--- src/rtl/vga_timing.sv ---
// VGA raster timing generator: registered pixel/line counters with sync,
// active-video and line/frame start strobes derived from the next position.
module vga_timing #(
  parameter int unsigned H_VISIBLE = 640,
  parameter int unsigned H_FRONT   = 16,
  parameter int unsigned H_SYNC    = 96,
  parameter int unsigned H_BACK    = 48,
  parameter int unsigned V_VISIBLE = 480,
  parameter int unsigned V_FRONT   = 10,
  parameter int unsigned V_SYNC    = 2,
  parameter int unsigned V_BACK    = 33,
  parameter logic        SYNC_POL  = 1'b0
) (
  input  logic       clk,
  input  logic       reset,
  input  logic       px_en,
  output logic [9:0] x_px,
  output logic [9:0] y_px,
  output logic       hsync,
  output logic       vsync,
  output logic       active,
  output logic       line_start,
  output logic       frame_start
);

  localparam int unsigned H_TOTAL = H_VISIBLE + H_FRONT + H_SYNC + H_BACK;
  localparam int unsigned V_TOTAL = V_VISIBLE + V_FRONT + V_SYNC + V_BACK;

  generate
    if (H_TOTAL > 1024 || V_TOTAL > 1024 || H_TOTAL == 0 || V_TOTAL == 0) begin : g_badTiming
      $error("vga_timing: H_TOTAL and V_TOTAL must be in 1..1024");
    end
  endgenerate

  localparam logic [9:0]  H_MAX    = 10'(H_TOTAL - 1);
  localparam logic [9:0]  V_MAX    = 10'(V_TOTAL - 1);
  localparam logic [10:0] HA_END   = 11'(H_VISIBLE);
  localparam logic [10:0] HS_START = 11'(H_VISIBLE + H_FRONT);
  localparam logic [10:0] HS_END   = 11'(H_VISIBLE + H_FRONT + H_SYNC);
  localparam logic [10:0] VA_END   = 11'(V_VISIBLE);
  localparam logic [10:0] VS_START = 11'(V_VISIBLE + V_FRONT);
  localparam logic [10:0] VS_END   = 11'(V_VISIBLE + V_FRONT + V_SYNC);

  logic [9:0] r_x;
  logic [9:0] r_y;
  logic       r_hsync;
  logic       r_vsync;
  logic       r_active;
  logic       r_lineStart;
  logic       r_frameStart;

  logic       w_xLast;
  logic       w_yLast;
  logic [9:0] w_xNext;
  logic [9:0] w_yNext;
  logic       w_hsOn;
  logic       w_vsOn;
  logic       w_activeNext;

  // Level outputs are decoded from the next position so that, once registered,
  // they line up with the counter values they describe.
  always_comb begin
    w_xLast      = (r_x == H_MAX);
    w_yLast      = (r_y == V_MAX);
    w_xNext      = w_xLast ? 10'd0 : r_x + 10'd1;
    w_yNext      = r_y;
    if (w_xLast) begin
      w_yNext = w_yLast ? 10'd0 : r_y + 10'd1;
    end
    w_hsOn       = ({1'b0, w_xNext} >= HS_START) && ({1'b0, w_xNext} < HS_END);
    w_vsOn       = ({1'b0, w_yNext} >= VS_START) && ({1'b0, w_yNext} < VS_END);
    w_activeNext = ({1'b0, w_xNext} < HA_END) && ({1'b0, w_yNext} < VA_END);
  end

  // Reset parks on the last pixel of the frame so the first enabled edge
  // lands on (0,0) and raises both start strobes.
  always_ff @(posedge clk) begin
    if (!reset) begin
      r_x          <= H_MAX;
      r_y          <= V_MAX;
      r_hsync      <= ~SYNC_POL;
      r_vsync      <= ~SYNC_POL;
      r_active     <= 1'b0;
      r_lineStart  <= 1'b0;
      r_frameStart <= 1'b0;
    end else if (px_en) begin
      r_x          <= w_xNext;
      r_y          <= w_yNext;
      r_hsync      <= w_hsOn ? SYNC_POL : ~SYNC_POL;
      r_vsync      <= w_vsOn ? SYNC_POL : ~SYNC_POL;
      r_active     <= w_activeNext;
      r_lineStart  <= w_xLast;
      r_frameStart <= w_xLast && w_yLast;
    end else begin
      r_lineStart  <= 1'b0;
      r_frameStart <= 1'b0;
    end
  end

  assign x_px        = r_x;
  assign y_px        = r_y;
  assign hsync       = r_hsync;
  assign vsync       = r_vsync;
  assign active      = r_active;
  assign line_start  = r_lineStart;
  assign frame_start = r_frameStart;

endmodule

--- config.mk ---
export PLATFORM = sky130hd
export DESIGN_NAME = vga_timing
export DESIGN_NICKNAME = d
export VERILOG_FILES = /design/src/rtl/vga_timing.sv
export SDC_FILE = /design/constraint.sdc
export NUM_CORES = 1
export LEC_CHECK = 0
export ABC_AREA = 1
export BUFFER_PORTS_ARGS = -buffer_cell sky130_fd_sc_hd__buf_2
export CORE_MARGIN = 2
export CORE_UTILIZATION = 59
export CTS_BUF_LIST = sky130_fd_sc_hd__clkbuf_4 sky130_fd_sc_hd__clkbuf_8 sky130_fd_sc_hd__clkbuf_16
export DETAILED_ROUTE_END_ITERATION = 8
export MAX_ROUTING_LAYER = met4
export PLACE_DENSITY = 0.84
export SYNTH_ARGS = -nofsm -noshare
export SYNTH_HDL_FRONTEND = slang
export SYNTH_SLANG_ARGS = --single-unit
--- constraint.sdc ---
create_clock -name clk -period 3.9 [get_ports clk]
set_clock_uncertainty 0.05 [all_clocks]
set_input_delay 0.39 -clock clk [delete_from_list [all_inputs] [get_ports clk]]
set_output_delay 0.39 -clock clk [all_outputs]
set_load 0.05 [all_outputs]
==> results.toml, run 1 <==
[route]
drt_first_pass_iters = 7
drtIter0Drc = 74
via_count = 1566
wl_um = 3570
ant_nets = 0
route.detailed.drc = 0
viasPerCell = 5.46
wl_per_cell_um = 12.5

[sta]
period_share_pct = 56.0
relSlewSlack_pct = 58.9
hold_violations = 0
worst_slew_pin_slew_ns = 0.615
rsz0062_at_grt = "false"
totalNegativeSetupSlack_ns = 0
hold_ws_ns = 0.296
setup_viol = 0
min_period_ns = 2.19
slew_violations = 0
max_freq_mhz = 457

[power]
vdd_drop_max_mv = 0.290
power_density_nw_per_um2 = 374
leakage_nw = 0.809

[setup_path]
worstPathArrival_ns = 2.36
crit_family = "simple AND/OR/NAND/NOR gates"
critPathLaunchType = "flop"
critical_path.max_stage_delay_ns = 0.53
worst-r2r-cell-count = 10
r2r_end = "vsync"
path_depth = 10
path_class = "flop to flop"
r2r_setup_slack_ns = 1.71
crit_chain = "ha_1, nand2_2, nor2_4, inv_2, nor2_4, nand3_1, xor2_1, nand3_2, o21ai_2, nand2_1"
critPathSlowestCell = "dfxtp_1"
crit_fanout = 12
crit_top_cell = "nor2_4"
rr_startpoint = "x_px[0]"
required_ns = 4.08
critPathCaptureType = "flop"
cp_num_buf_inv = 1

[finish]
drive_above_1_share_pct = 17.1
area_delta_synth_final_pct = 11.0
num_antenna_cells = 0
postLayoutCoreUtil_pct = 68.5
fin_nets = 265

[global_routing]
grt_pass1_vias = 1259
overflow = 0
antenna_found_initial = 0
grt_pass1_wl_um = 5650
grtUsageTotal_pct = 26.4
grt_max_degree = 24

[clock_tree]
clk_pin_slew_ns = 0.13
cts_tree = "built"
cts_num_sinks = 25
postCtsHoldBufs = 0
post_cts_resized = 0
post_cts.repair.setup_buffers = 0
insertion_delay_ns = 0.31
clock-root-buffer = "clkbuf_4"
cts_buffer_depth = 2
cts_buffers = 3
h-tree-depth = 1

[min_path]
hp-start = "reset"
hold_end = "y_px[9]"
hold_path.class = "primary input to flop"
holdPathStages = 2

[floorplanning]
die_w_um = 54.9
core.rowCount = 18
initial_core_util_pct = 61.7
die_area_um2 = 3010
io_pins = 28
core_um2 = 2480
die_y_um = 54.9

[place]
gp_congestion = 0.904
dp_hpwl_um = 2710
port_buffers = 27

[synthesis]
synth.distinct_cells = 25
syn-cell-area_um2 = 1530
avgSynthCellArea_um2 = 6.56
ys_warn_count = 0
synth_fp_nets = 240
ys_ff_latch = 25
ys_seq_area_share_pct = 32.7
syn_inst = 233

[outcome]
outcome = "finished clean"

[flow_run]
maxCapViolations = 0
==> kinds of logic after synthesis <==
group / count (synthesis) / share of synthesized area, %
flip-flops: 25 / 32.7
AND/OR/NAND/NOR: 115 / 34.5
adder cells (fa/ha/maj): 4 / 3.27
AO/OA/AOI/OAI: 50 / 18.7
buffers and inverters: 37 / 9.57
XOR/XNOR: 2 / 1.15
==> cell usage in the layout (no fill, tap or decap), drive strengths merged <==
master | netlist | layout
a211oi | 3 | 3
a21oi | 18 | 18
a31o | 1 | 1
buf | 1 | 27
clkbuf | 6 | 4
dfxtp | 25 | 25
ha | 4 | 4
inv | 30 | 30
nand2 | 51 | 51
nand3 | 24 | 24
nand4 | 8 | 8
nor2 | 24 | 24
nor3 | 7 | 7
nor4 | 1 | 1
o211ai | 3 | 3
o21ai | 21 | 21
o21bai | 3 | 3
o31ai | 1 | 1
xor2 | 2 | 2
==> state kept, by name (all words and copies together), names as in the netlist <==
signal and count:
y_px 10, active 1, hsync 1, x_px 10, frame_start 1, vsync 1, line_start 1
==> power by group <==
| part | leakage, nW | switching [mW] | internal (mW) |
|---|---|---|---|
| sequential | 0.206 | 0.0261 | 0.273 |
| clock | 0.0184 | 0.0764 | 0.0469 |
| combinational | 0.584 | 0.157 | 0.0557 |
| total | 0.809 | 0.259 | 0.376 |
==> final cells by class <==
cell class	instances	area [µm²]
Tap cell	30	37.5
Fill cell	241	779
Clock buffer	4	30.0
Multi-Input combinational cell	171	882
Timing Repair Buffer	27	135
Sequential cell	25	500
Inverter	30	113
==> cells in the mapped netlist <==
library cell	n	share of area, %
buf_6	1	0.74
nand2_2	3	1.2
nor4_1	1	0.41
nor2_1	21	5.2
o211ai_1	3	1.5
o21ai_0	19	6.2
a211oi_1	3	1.5
nand3_2	2	1.3
nand2_1	48	12
o21ai_2	2	1.1
nor2_2	1	0.41
nand4_1	8	3.3
a31o_2	1	0.57
inv_2	2	0.49
nor2_4	2	1.5
nor3_1	7	2.3
a21oi_1	18	5.9
inv_1	28	6.9
clkbuf_1	6	1.5
xor2_1	2	1.1
ha_1	4	3.3
o31ai_1	1	0.49
dfxtp_1	25	33
o21bai_1	3	1.5
nand3_1	22	7.2
==> worst reg2reg max path, stage by stage (launching register included) <==
cell	delay, ns
dfxtp_1	0.53
ha_1	0.26
nand2_2	0.09
nor2_4	0.18
inv_2	0.08
nor2_4	0.26
nand3_1	0.13
xor2_1	0.22
nand3_2	0.12
o21ai_2	0.12
nand2_1	0.05
==> layer usage <==
metal  routed length [µm]  vias up  GRT usage (%)  part of all wire [%]
met5                    0        -              -                     0
met4                   15        0           3.66                  0.42
met3                  186        2           4.03                   5.2
met2                 1600       47           40.1                    45
met1                 1780      688           38.1                    50
li1                     -      829              -                     -
==> how the worst max path moves through the flow <==
| stage | start | endpoint | slack (ns) |
|---|---|---|---|
| 6_report | x_px[0] | vsync | 1.71 |
| 4_1_cts | x_px[0] | vsync | 1.73 |
| 2_1_floorplan | x_px[0] | vsync | 1.62 |
| 3_3_place_gp | x_px[0] | vsync | 1.84 |
| 3_5_place_dp | x_px[0] | vsync | 1.73 |
| 5_1_grt | x_px[0] | vsync | 1.50 |
==> stage by stage <==
| step | cells | setup WS [ns] | instance area (µm²) | power (mW) |
|---|---|---|---|---|
| after floorplan | 233 | 1.62 | 1530 | 0.473 |
| after global placement | 283 | 1.84 | 1670 | 0.513 |
| after detailed placement | 283 | 1.73 | 1670 | 0.516 |
| after CTS | 287 | 1.73 | 1700 | 0.637 |
| after global routing | 287 | 1.50 | 1700 | 0.671 |
| final | 287 | 1.71 | 1700 | 0.635 |
(Power assumes the default switching activity.)
==> run 2: changes to the inputs <==
--- a/config.mk
+++ b/config.mk
@@ -8,11 +8,11 @@
 export ABC_AREA = 1
 export BUFFER_PORTS_ARGS = -buffer_cell sky130_fd_sc_hd__buf_2
 export CORE_MARGIN = 2
-export CORE_UTILIZATION = 59
+export CORE_UTILIZATION = 55
 export CTS_BUF_LIST = sky130_fd_sc_hd__clkbuf_4 sky130_fd_sc_hd__clkbuf_8 sky130_fd_sc_hd__clkbuf_16
 export DETAILED_ROUTE_END_ITERATION = 8
 export MAX_ROUTING_LAYER = met4
-export PLACE_DENSITY = 0.84
+export PLACE_DENSITY = 0.79
 export SYNTH_ARGS = -nofsm -noshare
 export SYNTH_HDL_FRONTEND = slang
 export SYNTH_SLANG_ARGS = --single-unit
==> constraint.sdc (replaced) <==
create_clock -name clk -period 2.05 [get_ports clk]
set_clock_uncertainty 0.05 [all_clocks]
set_input_delay 0.205 -clock clk [delete_from_list [all_inputs] [get_ports clk]]
set_output_delay 0.205 -clock clk [all_outputs]
set_load 0.05 [all_outputs]
==> run 2 against run 1 <==
Fmax up 16%. Via count up 5.0%. Sequential cell count unchanged. Non-clock buffer count up 10. Core utilization down 1.4 points. Largest power group unchanged.
==> results.toml, run 2 (synthesized netlist as in run 1, its figures left out) <==
[min_path]
hold_path.class = "primary input to flop"

[sta]
setup_viol = 0
max_freq_mhz = 530
relSlewSlack_pct = 67.1
hold_ws_ns = 0.128
worst_slew_pin_slew_ns = 0.493
period_share_pct = 92.0
totalNegativeSetupSlack_ns = 0
slew_violations = 0
min_period_ns = 1.89
hold_violations = 0

[clock_tree]
cts_buffers = 3
clk_pin_slew_ns = 0.13
clock-root-buffer = "clkbuf_4"
postCtsHoldBufs = 0
cts_tree = "built"
cts_buffer_depth = 2
h-tree-depth = 1
cts_num_sinks = 25
insertion_delay_ns = 0.31

[finish]
postLayoutCoreUtil_pct = 67.2
stdcell_count = 299
mostFrequentLayoutCells = "nand2_1, inv_1, buf_2, nand3_1, dfxtp_1"
n_fill_cell = 275
area_delta_synth_final_pct = 18.0
drive_above_1_share_pct = 22.8
fin_nets = 276
fin_area_um2 = 1800
final_common_cell = "nand2_1"
num_antenna_cells = 0

[setup_path]
critPathLaunchType = "flop"
crit_chain = "ha_1, nand2_2, nor2_4, inv_2, nor2_4, nand3_1, xor2_2, nand3_2, o21ai_2, nand2_1"
critPathCaptureType = "flop"
crit_fanout = 6
critical_path.max_stage_delay_ns = 0.39
crit_top_cell = "nor2_4"
required_ns = 2.23
critPathSlowestCell = "dfxtp_2"
worstPathArrival_ns = 2.06
path_class = "flop to flop"

[route]
route.detailed.drc = 0
drtIter0Drc = 94
drt_first_pass_iters = 4
viasPerCell = 5.50
ant_nets = 0
wl_per_cell_um = 12.8
via_count = 1645
wl_um = 3830

[place]
gp_congestion = 0.918
dp_cells = 290
dpl_cell_area_um2 = 1720
port_buffers = 27
dp_hpwl_um = 2740

[global_routing]
grtUsageTotal_pct = 25.2
grt_pass1_vias = 1414
grt_max_degree = 23
grt_pass1_wl_um = 6350
overflow = 0
antenna_found_initial = 0

[flow_run]
maxCapViolations = 0

[floorplanning]
die_y_um = 56.7
core_um2 = 2690
die_area_um2 = 3220
core.rowCount = 19
die_w_um = 56.7
initial_core_util_pct = 56.9
io_pins = 28

[power]
leakage_nw = 0.872
clkPwrFrac_pct = 18.7
power_density_nw_per_um2 = 694
switching_share_pct = 40.7
vdd_drop_max_mv = 0.468
seqPwrFrac_pct = 45.0
internal_power_mw = 0.742
comb_power_share_pct = 36.2
power_switching_mw = 0.510

[outcome]
outcome = "finished clean"
[run 2: cell count changes in the layout (fill, tap and decap cells not counted), moves of 2 or more]
cell | before | now
buf_4 | 0 | 10
dfxtp_2 | 0 | 3
dfxtp_1 | 25 | 22
nor2_2 | 1 | 3
[run 2: what timing repair did]
action / CTS / global route
gates resized for setup: 0 / 6
buffers inserted: 0 / 4
setup endpoints to repair: 0 / 4
[run 2: power by group through the flow]
stage                     logic [mW]  registers, mW  clock network (mW)
final                          0.453          0.564               0.235
after global placement         0.421          0.573                   0
after global routing           0.497          0.571               0.263
after detailed placement       0.423          0.573                   0
after floorplan                0.213          0.689                   0
after CTS                      0.424          0.562               0.244
[run 2: cell type report]
class                           instances  area, µm²  share of cell area (%)
Inverter                               30        113                    6.24
Sequential cell                        25        504                    27.9
Multi-Input combinational cell        172        908                    50.3
Clock buffer                            4       30.0                    1.66
Timing Repair Buffer                   37        210                    11.7
Tap cell                               31       38.8                    2.15
[run 2: path summary, 6_finish.rpt]
path / start / endpoint / slack, ns / cells after the start
worst max-delay path: x_px[1] / vsync / 0.16 / 10
worst min-delay path: reset / y_px[9] / 0.13 / 2
worst max register to register: x_px[1] / vsync / 0.16 / 10
worst min register to register: vsync / vsync / 0.44 / 2
[run 2: routing by layer]
| metal | global-route usage (%) | vias to the layer above | routed length [µm] |
|---|---|---|---|
| met2 | 36.5 | 38 | 1670 |
| met1 | 36.1 | 752 | 1910 |
| met4 | 8.50 | 0 | 81 |
| li1 | - | 845 | - |
| met5 | - | - | 0 |
| met3 | 3.00 | 10 | 162 |
[run 2: worst max-delay path, delay by kind of cell (launching register included)]
kind | cells | cell delay, ns
DFF | 1 | 0.39
AOI/OAI and AO/OA | 1 | 0.11
adders and majority gates | 1 | 0.21
xor gates and xnor gates | 1 | 0.21
and+or+nand+nor | 6 | 0.72
buffers and inverters | 1 | 0.09
[run 2: metrics by stage]
step	setup slack (ns)	power, mW
3_5_place_dp	0.0642	0.996
3_3_place_gp	0.134	0.994
5_1_grt	-0.0441	1.33
2_1_floorplan	0.0218	0.901
6_report	0.164	1.25
4_1_cts	0.0362	1.23
==> run 3: changes to the inputs <==
--- a/config.mk
+++ b/config.mk
@@ -7,6 +7,7 @@
 export LEC_CHECK = 0
 export ABC_AREA = 1
 export BUFFER_PORTS_ARGS = -buffer_cell sky130_fd_sc_hd__buf_2
+export CORE_ASPECT_RATIO = 1.2
 export CORE_MARGIN = 2
 export CORE_UTILIZATION = 55
 export CTS_BUF_LIST = sky130_fd_sc_hd__clkbuf_4 sky130_fd_sc_hd__clkbuf_8 sky130_fd_sc_hd__clkbuf_16
==> run 3 against run 2 <==
Sequential power is essentially flat. Core utilization is 1.6 points higher. Worst hold slack got worse by 0.016 ns. Combinational power shrank 3%.
==> results.toml, run 3 (synthesized netlist as in run 1, its figures left out) <==
[finish]
num_antenna_cells = 0
n_fill_cell = 236
final_common_cell = "nand2_1"
drive_above_1_share_pct = 20.8
area_delta_synth_final_pct = 16.0
mostFrequentLayoutCells = "nand2_1, inv_1, buf_2, dfxtp_1, nand3_1"
fin_nets = 273

[setup_path]
worstPathArrival_ns = 1.98
crit_chain = "ha_1, nand2_2, nor2_4, inv_2, nor2_4, nand3_1, xor2_2, nand3_2, nand2_1, a21oi_1"
critical_path.max_stage_delay_ns = 0.39
crit_fanout = 6
required_ns = 2.20
crit_top_cell = "nor2_4"
path_class = "flop to flop"
critPathLaunchType = "flop"
critPathSlowestCell = "dfxtp_2"
critPathCaptureType = "flop"

[floorplanning]
io_pins = 28
core.rowCount = 20
initial_core_util_pct = 59.3
core_um2 = 2580
die_area_um2 = 3220
die_y_um = 61.8
die_w_um = 52.1

[place]
gp_congestion = 0.945
port_buffers = 27
dp_hpwl_um = 2830

[route]
route.detailed.drc = 0
drtIter0Drc = 39
wl_um = 3850
ant_nets = 0
drt_first_pass_iters = 4
via_count = 1656
viasPerCell = 5.56
wl_per_cell_um = 12.9

[power]
power_density_nw_per_um2 = 687
vdd_drop_max_mv = 0.477
leakage_nw = 0.854

[global_routing]
overflow = 0
grtUsageTotal_pct = 26.1
antenna_found_initial = 0
grt_pass1_wl_um = 6070
grt_max_degree = 23
grt_pass1_vias = 1391

[clock_tree]
clock-root-buffer = "clkbuf_4"
cts_num_sinks = 25
cts_buffers = 3
cts_buffer_depth = 2
h-tree-depth = 1
cts_tree = "built"
clk_pin_slew_ns = 0.14
insertion_delay_ns = 0.32

[sta]
slew_violations = 0
min_period_ns = 1.83
relSlewSlack_pct = 66.0
period_share_pct = 89.3
worst_slew_pin_slew_ns = 0.510
totalNegativeSetupSlack_ns = 0
rsz0062_at_grt = "false"
hold_ws_ns = 0.111
setup_viol = 0
max_freq_mhz = 546
hold_violations = 0

[flow_run]
maxCapViolations = 0

[outcome]
outcome = "finished clean"

[min_path]
hold_path.class = "primary input to flop"
## run 3: cell types whose count changed in the layout (fill, tap and decap cells not counted), sizes merged
cell / change
buf: -3
clkbuf: -1
clkinv: +1
## run 3: per-layer routing
metal	routed length, µm	global-route usage [%]
met4	32	7.69
met5	0	-
met1	1630	30.4
met3	187	2.15
met2	2000	48.3
## run 3: report_power, final
group	total [mW]	switching (mW)	internal, mW
clock	0.217	0.143	0.0730
sequential	0.564	0.0432	0.521
combinational	0.438	0.317	0.121
total	1.22	0.503	0.715
## run 3: layout make-up
cell class | instances | area, µm² | area share, %
Tap cell | 33 | 41.3 | 2.33
Clock buffer | 3 | 22.5 | 1.27
Sequential cell | 25 | 503 | 28.4
Multi-Input combinational cell | 172 | 901 | 50.8
Clock inverter | 1 | 5.00 | 0.282
Timing Repair Buffer | 34 | 188 | 10.6
Inverter | 30 | 113 | 6.35
## run 3: path summary, 6_finish.rpt
kind / start / end / slack (ns) / cells past startpoint
worst min register to register: active / active / 0.43 / 2
worst max register to register: x_px[1] / active / 0.22 / 10
worst max-delay path: x_px[1] / active / 0.22 / 10
worst min-delay path: reset / y_px[9] / 0.11 / 2
## run 3: worst max-delay path: cells and delay by family, from the launching register on
| family | cells | cell delay [ns] |
|---|---|---|
| and+or+nand+nor | 6 | 0.73 |
| DFF | 1 | 0.39 |
| adders and majority gates | 1 | 0.21 |
| xor gates and xnor gates | 1 | 0.19 |
| buffers and inverters | 1 | 0.09 |
| AOI/OAI and AO/OA | 1 | 0.06 |
## run 3: what timing repair did
action	4_1_cts	5_1_grt
gates resized for setup	0	2
hold buffers	0	0
buffers inserted	0	1
endpoints found under the setup margin	0	3
## run 3: stage by stage
| step | cell area, µm² | utilization, % | instances | power [mW] | setup WS [ns] |
|---|---|---|---|---|---|
| after floorplan | 1530 | - | 233 | 0.901 | 0.0218 |
| after global placement | 1720 | 66.7 | 292 | 0.993 | 0.195 |
| after detailed placement | 1720 | 66.7 | 292 | 0.997 | 0.147 |
| after CTS | 1750 | 67.8 | 296 | 1.21 | 0.124 |
| after global routing | 1770 | 68.8 | 298 | 1.28 | 0.00547 |
| final | 1770 | 68.8 | 298 | 1.22 | 0.220 |
